--- config.mk ---
export PLATFORM = sky130hd
export DESIGN_NAME = pipe_hazard_ctrl
export DESIGN_NICKNAME = d
export VERILOG_FILES = /design/src/rtl/pipe_hazard_ctrl.sv
export SDC_FILE = /design/constraint.sdc
export NUM_CORES = 1
export LEC_CHECK = 0
export CAP_MARGIN = 10
export CELL_PAD_IN_SITES_DETAIL_PLACEMENT = 2
export CELL_PAD_IN_SITES_GLOBAL_PLACEMENT = 2
export CORE_MARGIN = 2
export CORE_UTILIZATION = 22
export CTS_CLUSTER_SIZE = 24
export DETAILED_ROUTE_END_ITERATION = 6
export MAX_ROUTING_LAYER = met4
export PLACE_DENSITY_LB_ADDON = 0.12
export SYNTH_ARGS = -nofsm -noshare
export SYNTH_HDL_FRONTEND = slang
export SYNTH_SLANG_ARGS = --single-unit
--- constraint.sdc ---
create_clock -name Clock -period 1.7 [get_ports Clock]
set_input_delay 0.34 -clock Clock [delete_from_list [all_inputs] [get_ports Clock]]
set_output_delay 0.34 -clock Clock [all_outputs]
set_load 0.1 [all_outputs]
--- src/rtl/pipe_hazard_ctrl.sv ---
// -----------------------------------------------------------------------------
// pipe_hazard_ctrl
//
// Hazard and stall controller for a classic 5-stage in-order pipeline.
// It produces the clock enables and bubble-insert (flush) strobes for the
// pipeline registers. It handles:
//   - load-use hazards: one bubble is inserted into ID/EX and PC/IF-ID are held.
//   - taken branches: IF/ID and ID/EX are flushed.
//   - memory waits: the whole pipe is frozen until MemReady arrives.
//   - memory timeouts: a sticky error state that only Reset leaves.
//
// Optional feature (macro PIPE_HAZARD_STALL_CNT_EN):
//   When the macro is defined, StallCount counts the Ticks on which PcEn=0.
//   The count saturates at 16'hFFFF. When the macro is undefined, StallCount
//   is tied to 0 and no counter exists.
//
// Parameters
//   REG_AW   register-index width
//   TIMEOUT  memory-wait limit in Ticks (1..65535)
//
// Ports
//   Clock                   rising-edge clock
//   Reset                   asynchronous, active-high reset
//   Tick                    advance qualifier; no state change and all
//                           strobes low while 0
//   IdRs1, IdRs2            ID-stage source register indices
//   IdUsesRs1, IdUsesRs2    the corresponding source is actually read
//   ExMemRead, ExRd         EX-stage instruction is a load / its destination
//   BranchTaken             EX-stage branch resolved taken
//   MemReq, MemReady        MEM access pending / access complete
//   PcEn..MemWbEn           pipeline register clock enables
//   IfIdFlush, IdExFlush    synchronous bubble insert
//   MemTimeout              sticky memory-timeout flag
//   State                   current FSM state (RUN=00 LDUSE=01 MEMWAIT=10 ERROR=11)
//   StallCount              stalled-Tick counter (0 unless the macro is defined)
// -----------------------------------------------------------------------------
module pipe_hazard_ctrl #(
   parameter int REG_AW  = 5,
   parameter int TIMEOUT = 255
) (
   input  logic              Clock,
   input  logic              Reset,
   input  logic              Tick,
   input  logic [REG_AW-1:0] IdRs1,
   input  logic [REG_AW-1:0] IdRs2,
   input  logic              IdUsesRs1,
   input  logic              IdUsesRs2,
   input  logic              ExMemRead,
   input  logic [REG_AW-1:0] ExRd,
   input  logic              BranchTaken,
   input  logic              MemReq,
   input  logic              MemReady,
   output logic              PcEn,
   output logic              IfIdEn,
   output logic              IdExEn,
   output logic              ExMemEn,
   output logic              MemWbEn,
   output logic              IfIdFlush,
   output logic              IdExFlush,
   output logic              MemTimeout,
   output logic [1:0]        State,
   output logic [15:0]       StallCount
);

   typedef enum logic [1:0] {
      RUN     = 2'b00,
      LDUSE   = 2'b01,
      MEMWAIT = 2'b10,
      ERROR   = 2'b11
   } state_t;

   // The wait counter tops out at TIMEOUT (<= 65535), so it fits in 16 bits.
   // The error fires on the Tick that takes the count from TIMEOUT-1 to TIMEOUT.
   localparam logic [15:0] WAIT_LAST = 16'(TIMEOUT - 1);

   state_t      state_q, state_d;
   logic [15:0] wait_cnt_q, wait_cnt_d;
   logic        timeout_q, timeout_d;

   logic mem_stall;
   logic hazard;
   logic apply_run;   // this Tick resolves with the normal RUN priority
   logic rule_ms;     // memory-stall term as seen by the RUN priority
   logic rule_hz;     // load-use term as seen by the RUN priority

   assign mem_stall = MemReq & ~MemReady;

   // A load writing x0 never creates a dependency.
   assign hazard = ExMemRead & (ExRd != '0) &
                   ((IdUsesRs1 & (IdRs1 == ExRd)) | (IdUsesRs2 & (IdRs2 == ExRd)));

   // Next state and outputs
   always_comb begin
      PcEn       = 1'b0;
      IfIdEn     = 1'b0;
      IdExEn     = 1'b0;
      ExMemEn    = 1'b0;
      MemWbEn    = 1'b0;
      IfIdFlush  = 1'b0;
      IdExFlush  = 1'b0;
      state_d    = state_q;
      wait_cnt_d = wait_cnt_q;
      timeout_d  = timeout_q;
      apply_run  = 1'b0;
      rule_ms    = 1'b0;
      rule_hz    = 1'b0;

      if (Tick && !Reset) begin
         case (state_q)
            RUN: begin
               apply_run = 1'b1;
               rule_ms   = mem_stall;
               rule_hz   = hazard;
            end
            LDUSE: begin
               // The bubble for this load is already in; never stall twice.
               apply_run = 1'b1;
               rule_ms   = mem_stall;
            end
            MEMWAIT: begin
               if (MemReady) begin
                  // Completion beats a timeout on the same Tick.
                  apply_run  = 1'b1;
                  rule_hz    = hazard;
                  wait_cnt_d = '0;
               end else begin
                  wait_cnt_d = wait_cnt_q + 16'd1;
                  if (wait_cnt_q >= WAIT_LAST) begin
                     state_d   = ERROR;
                     timeout_d = 1'b1;
                  end
               end
            end
            default: begin
               // ERROR: everything frozen until Reset.
            end
         endcase

         if (apply_run) begin
            if (rule_ms) begin
               state_d = MEMWAIT;
            end else if (BranchTaken) begin
               PcEn      = 1'b1;
               IfIdEn    = 1'b1;
               IdExEn    = 1'b1;
               ExMemEn   = 1'b1;
               MemWbEn   = 1'b1;
               IfIdFlush = 1'b1;
               IdExFlush = 1'b1;
               state_d   = RUN;
            end else if (rule_hz) begin
               IdExEn    = 1'b1;
               ExMemEn   = 1'b1;
               MemWbEn   = 1'b1;
               IdExFlush = 1'b1;
               state_d   = LDUSE;
            end else begin
               PcEn    = 1'b1;
               IfIdEn  = 1'b1;
               IdExEn  = 1'b1;
               ExMemEn = 1'b1;
               MemWbEn = 1'b1;
               state_d = RUN;
            end
         end
      end
   end

   // State register; next-state logic already holds everything while Tick=0
   always_ff @(posedge Clock or posedge Reset) begin
      if (Reset) begin
         state_q    <= RUN;
         wait_cnt_q <= '0;
         timeout_q  <= 1'b0;
      end else begin
         state_q    <= state_d;
         wait_cnt_q <= wait_cnt_d;
         timeout_q  <= timeout_d;
      end
   end

   assign State      = state_q;
   assign MemTimeout = timeout_q;

`ifdef PIPE_HAZARD_STALL_CNT_EN
   logic [15:0] stall_cnt_q;

   always_ff @(posedge Clock or posedge Reset) begin
      if (Reset) begin
         stall_cnt_q <= '0;
      end else if (Tick && !PcEn && (stall_cnt_q != 16'hFFFF)) begin
         stall_cnt_q <= stall_cnt_q + 16'd1;
      end
   end

   assign StallCount = stall_cnt_q;
`else
   assign StallCount = 16'd0;
`endif

endmodule
[Word-level counts from Yosys, hierarchy flattened]
Index checks and enable logic that the tools add are counted.
Word-level totals
  register bits: 19
  output and inout bits: 26
Cells by class
  add/sub/neg operators: 1
  magnitude comparators: 1
  equality and inequality tests: 5
  multiplexer cells: 33
  bitwise operators: 7
  reductions and logical operators: 10
Operators by type and width (count)
  2-to-1 mux 1 bit: 25
  adder 16 x 1 -> 16 bit, second input constant: 1
  greater-or-equal comparator 16 x 8 -> 1 bit, second input constant: 1
  2-to-1 mux 16 bit: 1
  equality test 5 bit: 2
  2-to-1 mux 2 bit: 5
  AND reduction 4 bit: 2
  AND 1 bit: 5
  nonzero test 5 bit: 1
  one-hot mux 1 bit (2 select lines): 2
  nonzero test 2 bit: 2
  equality test 2 x 1 -> 1 bit, second input constant: 1
  equality test 2 bit, second input constant: 1
  zero test 2 bit: 1
  != test 2 x 1 -> 1 bit, second input constant: 1
  AND reduction 2 bit: 1
  OR reduction 2 bit: 1
  logical AND 1 bit: 1
  zero test 1 bit: 1
  inverter 1 bit: 1
  bitwise OR 1 bit: 1

[Depth between registers and ports, before layout]
  word-level depth: 12
  depth in mapped cells: 6
  depth with buffers taken out: 6

[Least setup slack after synthesis]
No wires, ideal clock.
  path kind: register -> output
  start: reg state_q[1] (netlist: State[1])
  end: out IdExFlush
  arrival time: 3.708 ns
  data required time: 1.360 ns
  setup slack: -2.348 ns
  stages on the path, launching flop included: 5
  cells stage by stage: dfrtp_1 -> a21boi_0 -> o21a_1 -> and2_1 -> o21bai_1
Between the ends
  word-level cells in the longest chain between the ends: 8
Ends and longest elaborated chain
  from (decl): line 76  | state_t state_q, state_d;
  from (signal assigned): line 176  | state_q <= state_d;
  equality test 2 bit or zero test 2 bit (tied branches): line 109  | case (state_q)
  one-hot mux 1 bit (2 select lines): line 109
  2-to-1 mux 1 bit: line 108  | if (Tick && !Reset) begin
  2-to-1 mux 1 bit: line 151  | end else if (rule_hz) begin
  2-to-1 mux 1 bit: line 142  | end else if (BranchTaken) begin
  2-to-1 mux 1 bit: line 140  | if (rule_ms) begin
  2-to-1 mux 1 bit *: line 139  | if (apply_run) begin
  2-to-1 mux 1 bit *: line 108
  to (decl): line 59  | output logic IdExFlush,
Every way passes the cells marked *; elsewhere a longest branch is shown, timed or not. The select of a mux whose other input is x is not followed.

[Worst setup path in the final report]
  start: in ExRd[1]
  end: out IfIdEn
Between the ends
  word-level cells in the longest chain between the ends: 12
Ends and longest elaborated chain
  from (decl): line 49  | input logic [REG_AW-1:0] ExRd,
  equality test 5 bit: line 90  | ((IdUsesRs1 & (IdRs1 == ExRd)) | (IdUsesRs2 & (IdRs2 == ExRd)));
  AND 1 bit: line 90
  bitwise OR 1 bit: line 90
  AND 1 bit *: line 89  | assign hazard = ExMemRead & (ExRd != '0) &
  2-to-1 mux 1 bit: line 121  | if (MemReady) begin
  one-hot mux 1 bit (2 select lines) *: line 109
  2-to-1 mux 1 bit *: line 108
  2-to-1 mux 1 bit *: line 151
  2-to-1 mux 1 bit *: line 142
  2-to-1 mux 1 bit *: line 140
  2-to-1 mux 1 bit *: line 139
  2-to-1 mux 1 bit *: line 108
  to (decl): line 54  | output logic IfIdEn,
Marks and branches as above.

==> metrics.md <==
| Metric | Value |
|---|---|
| Status | complete, but fails checks |
| Failing checks | setup timing |
| DIE HEIGHT | 81.5 microns |
| Post-synthesis simple-gate area fraction | 23.2% |
| Input/output buffers | 33 |
| Layout area overhead | 71.7% |
| Nets@finish | 244 |
| Post-DRT Antenna Nets | 0 |
| Synth top area share | 36.0% |
| CTS H-tree lvls | 1 |
| Routed met1 length | 1930 microns |
| RSZ-0062 raised after global routing | yes |
| Reg clk slew, reported paths | 0.07 ns |
| TNS Setup | -1.63 ns |
| CP max stage delay | 0.38 ns |
| Min Tclk post-route | 2.03 ns |
| Vias/cell | 4.58 |
| Largest family of logic cells by synthesized area | simple AND/OR/NAND/NOR gates |
| Netlist Area Pre-Place | 1320 sq um |
| Layout filler cell count | 640 |
| Multiplexer share of the synthesized area | 0.852% |
| Hold Path Class | in2async |
| Slew Limit Fails | 0 |
| Avg Cell Area, Syn | 8.87 sq um |
| Cell Pwr Density | 625 nW/um^2 |
| Root buffer cell | clkbuf_8 |
| Max-Cap Viols | 0 |
| Synth warn | 0 |
| Final WS setup | -0.329 ns |
| Register area share after synthesis | 36.0% |
| Fraction of final layout cells sized beyond drive strength 1 | 42.9% |
| Clk buf depth | 2 |
| TritonCTS Buffers | 3 |
| Maximum number of pins on one net before global-route repair | 18 |
| CP top delay family | compound AO/OA/AOI/OAI gates |
| Total track usage | 14.7% |
| TritonCTS Sinks | 19 |
| # diodes | 0 |
| Post-Route WL | 4580 microns |
| Met2 Routed Length | 2520 microns |
| Worst path slowest cell | o31a_4 |
| Final worst path period share | 119% |
| Post-synthesis adder-cell area fraction | 1.89% |
| Type of destination of the critical path | output pin |
| Vias in the first global route | 1520 |
| Compound-Gate Fraction of Synth Area | 14.9% |
| Starting Density | 22.6% |
| Worst-skew pair later-pin latency | 0.26 ns |
| Multi-input logic area | 913 sq um |
| Buf+Inv Stages, Crit Path | 2 |
| P_leak | 1.00 nW |
| Final setup violation count | 7 |
| Synth Instances | 149 |
| #FFs+latches synth | 19 |
| Gp weighted congestion | 0.725 |
| Ports | 50 |
| Overflow after GRT | 0 |
| Crit-path cells | buf_8 > xor2_2 > nor4_2 > a32oi_2 > o31a_4 > buf_12 |
| Crit Path Max Fanout | 3 |
| Peak VDD IR | 0.323 mV |
| FP Rows | 28 |
| Wire per inst | 15.7 microns |
| Crit path arrival time | 1.69 ns |
| Most frequent cells after synthesis | 19 x buf_4, 19 x dfrtp_1, 12 x nor2_1, 11 x xor2_1 |
| Drt pass-1 iters | 2 |
| Yosys cell types | 40 |
| Met3 WL | 127 microns |
| TritonCTS clock tree | yes |
| Die W | 81.5 microns |
| First-pass GRT wire length | 7360 microns |
| Post-synthesis xor/xnor area fraction | 9.94% |
| Storage element area | 483 sq um |
| Synth async-reset ratio | 100% |
| Final hold vios | 0 |
| Die area | 6640 sq um |
| Highest routed metal layer | met3 |
| Maximum clock rate | 493 MHz |
| Post-synth EDFFs | 0 |
| Kind of critical path | in2out |
| Vias post-DR | 1337 |
| Synth area leaders | dfrtp_1 36%, buf_4 11%, xor2_1 7.3%, nor2_1 3.4%, o31ai_1 3.4% |
| Detailed router's first-iteration violation count | 16 |
| Core area | 5850 sq um |
| Top_reg_cell synth | dfrtp_1 |
| Dpl hpwl | 3410 microns |
| Critical Path Source Type | primary input |
| DRC Markers | 0 |
| Initial antenna violation count | 0 |
| Total power | 1.42 mW |
| Max Clock Skew | 0.00362 ns |
| Area leader, netlist | dfrtp_1 |
| Critical path data required time | 1.36 ns |
-- final timing paths --
path                                        startpoint  cells past startpoint  slack (ns)                          to
worst max-delay path                           ExRd[1]                      6       -0.33                      IfIdEn
worst min-delay path                             Reset                      2        0.16        State[1]$_DFFE_PP0P_
worst max register to register    State[0]$_DFFE_PP0P_                      4        0.01  wait_cnt_q[14]$_DFFE_PP0P_
worst min register to register  MemTimeout$_DFFE_PP0P_                      1        0.54      MemTimeout$_DFFE_PP0P_
max in group asynchronous                        Reset                      3        1.08        State[0]$_DFFE_PP0P_
min in group Clock              MemTimeout$_DFFE_PP0P_                      1        0.54      MemTimeout$_DFFE_PP0P_
-- what timing repair did --
item,in CTS,in global routing
pin swaps,12,22
buffers inserted,4,6
resized for setup,34,37
hold buffers,0,0
endpoints found under the setup margin,15,12
-- where the power goes --
| group | total, mW | switching (mW) | internal [mW] |
|---|---|---|---|
| sequential | 0.498 | 0.0203 | 0.477 |
| clock | 0.319 | 0.156 | 0.163 |
| combinational | 0.601 | 0.391 | 0.210 |
| total | 1.42 | 0.567 | 0.850 |
-- registers in the layout, summed over array words and instances, names as in the netlist --
register / count
MemTimeout: 1
State: 2
wait_cnt_q: 16
-- placed cells by master, fill, tap and decap left out, drive strengths merged, types with 2 or more instances in the layout --
| cell type | count |
|---|---|
| nor3 | 3 |
| clkdlybuf4s15 | 3 |
| and2 | 3 |
| nor4 | 4 |
| a21boi | 2 |
| nand3 | 5 |
| ha | 2 |
| clkdlybuf4s50 | 6 |
| or4 | 4 |
| xnor2 | 4 |
| o211ai | 2 |
| and3 | 2 |
| dfrtp | 19 |
| dlygate4sd2 | 6 |
| xor2 | 11 |
| or3 | 3 |
| conb | 16 |
| buf | 50 |
| nand2 | 7 |
| nor2b | 2 |
| nor2 | 12 |
| o21ai | 6 |
| a21oi | 7 |
| nand4 | 5 |
| clkbuf | 8 |
| o31ai | 6 |
| inv | 4 |
-- worst reg2reg max path, cell delays in order, from the launching register on --
cell and delay (ns):
dfrtp_4 0.52, nand4bb_4 0.24, or2_4 0.29, or4_4 0.42, a21oi_2 0.15
-- through the flow --
stage               area, sq um  util, %  hold slack (ns)  instances  setup slack, ns
floorplan                  1450        -            0.291        164           -0.590
global placement           2030     34.7            0.501        279           -0.669
detailed placement         2030     34.7            0.532        279           -0.741
CTS                        2140     36.5            0.142        287           -0.380
global route               2270     38.8            0.169        292           -0.398
finish                     2270     38.8            0.160        292           -0.329
-- logic make-up (layout without fill, tap and decap cells) --
logic type	after synthesis	count (layout)
xor+xnor	15	15
mux	1	1
compound gates	30	30
buf+inv	26	79
fa+ha+maj	2	2
simple gates	55	55
other cells	1	16
flops	19	19
-- per-layer routing --
layer | vias up | track usage (%)
met5 | - | -
li1 | 635 | -
met3 | 0 | 1.98
met1 | 668 | 17.2
met4 | 0 | 2.54
met2 | 34 | 27.0
-- final cells by class --
cell class,count,share of cell area [%]
Timing Repair Buffer,71,31.6
Sequential cell,19,21.3
Multi-Input combinational cell,119,40.3
Clock inverter,1,0.221
Clock buffer,3,1.82
Inverter,4,0.662
Tap cell,75,4.14
Note: power is estimated with default switching activity, not from simulation.
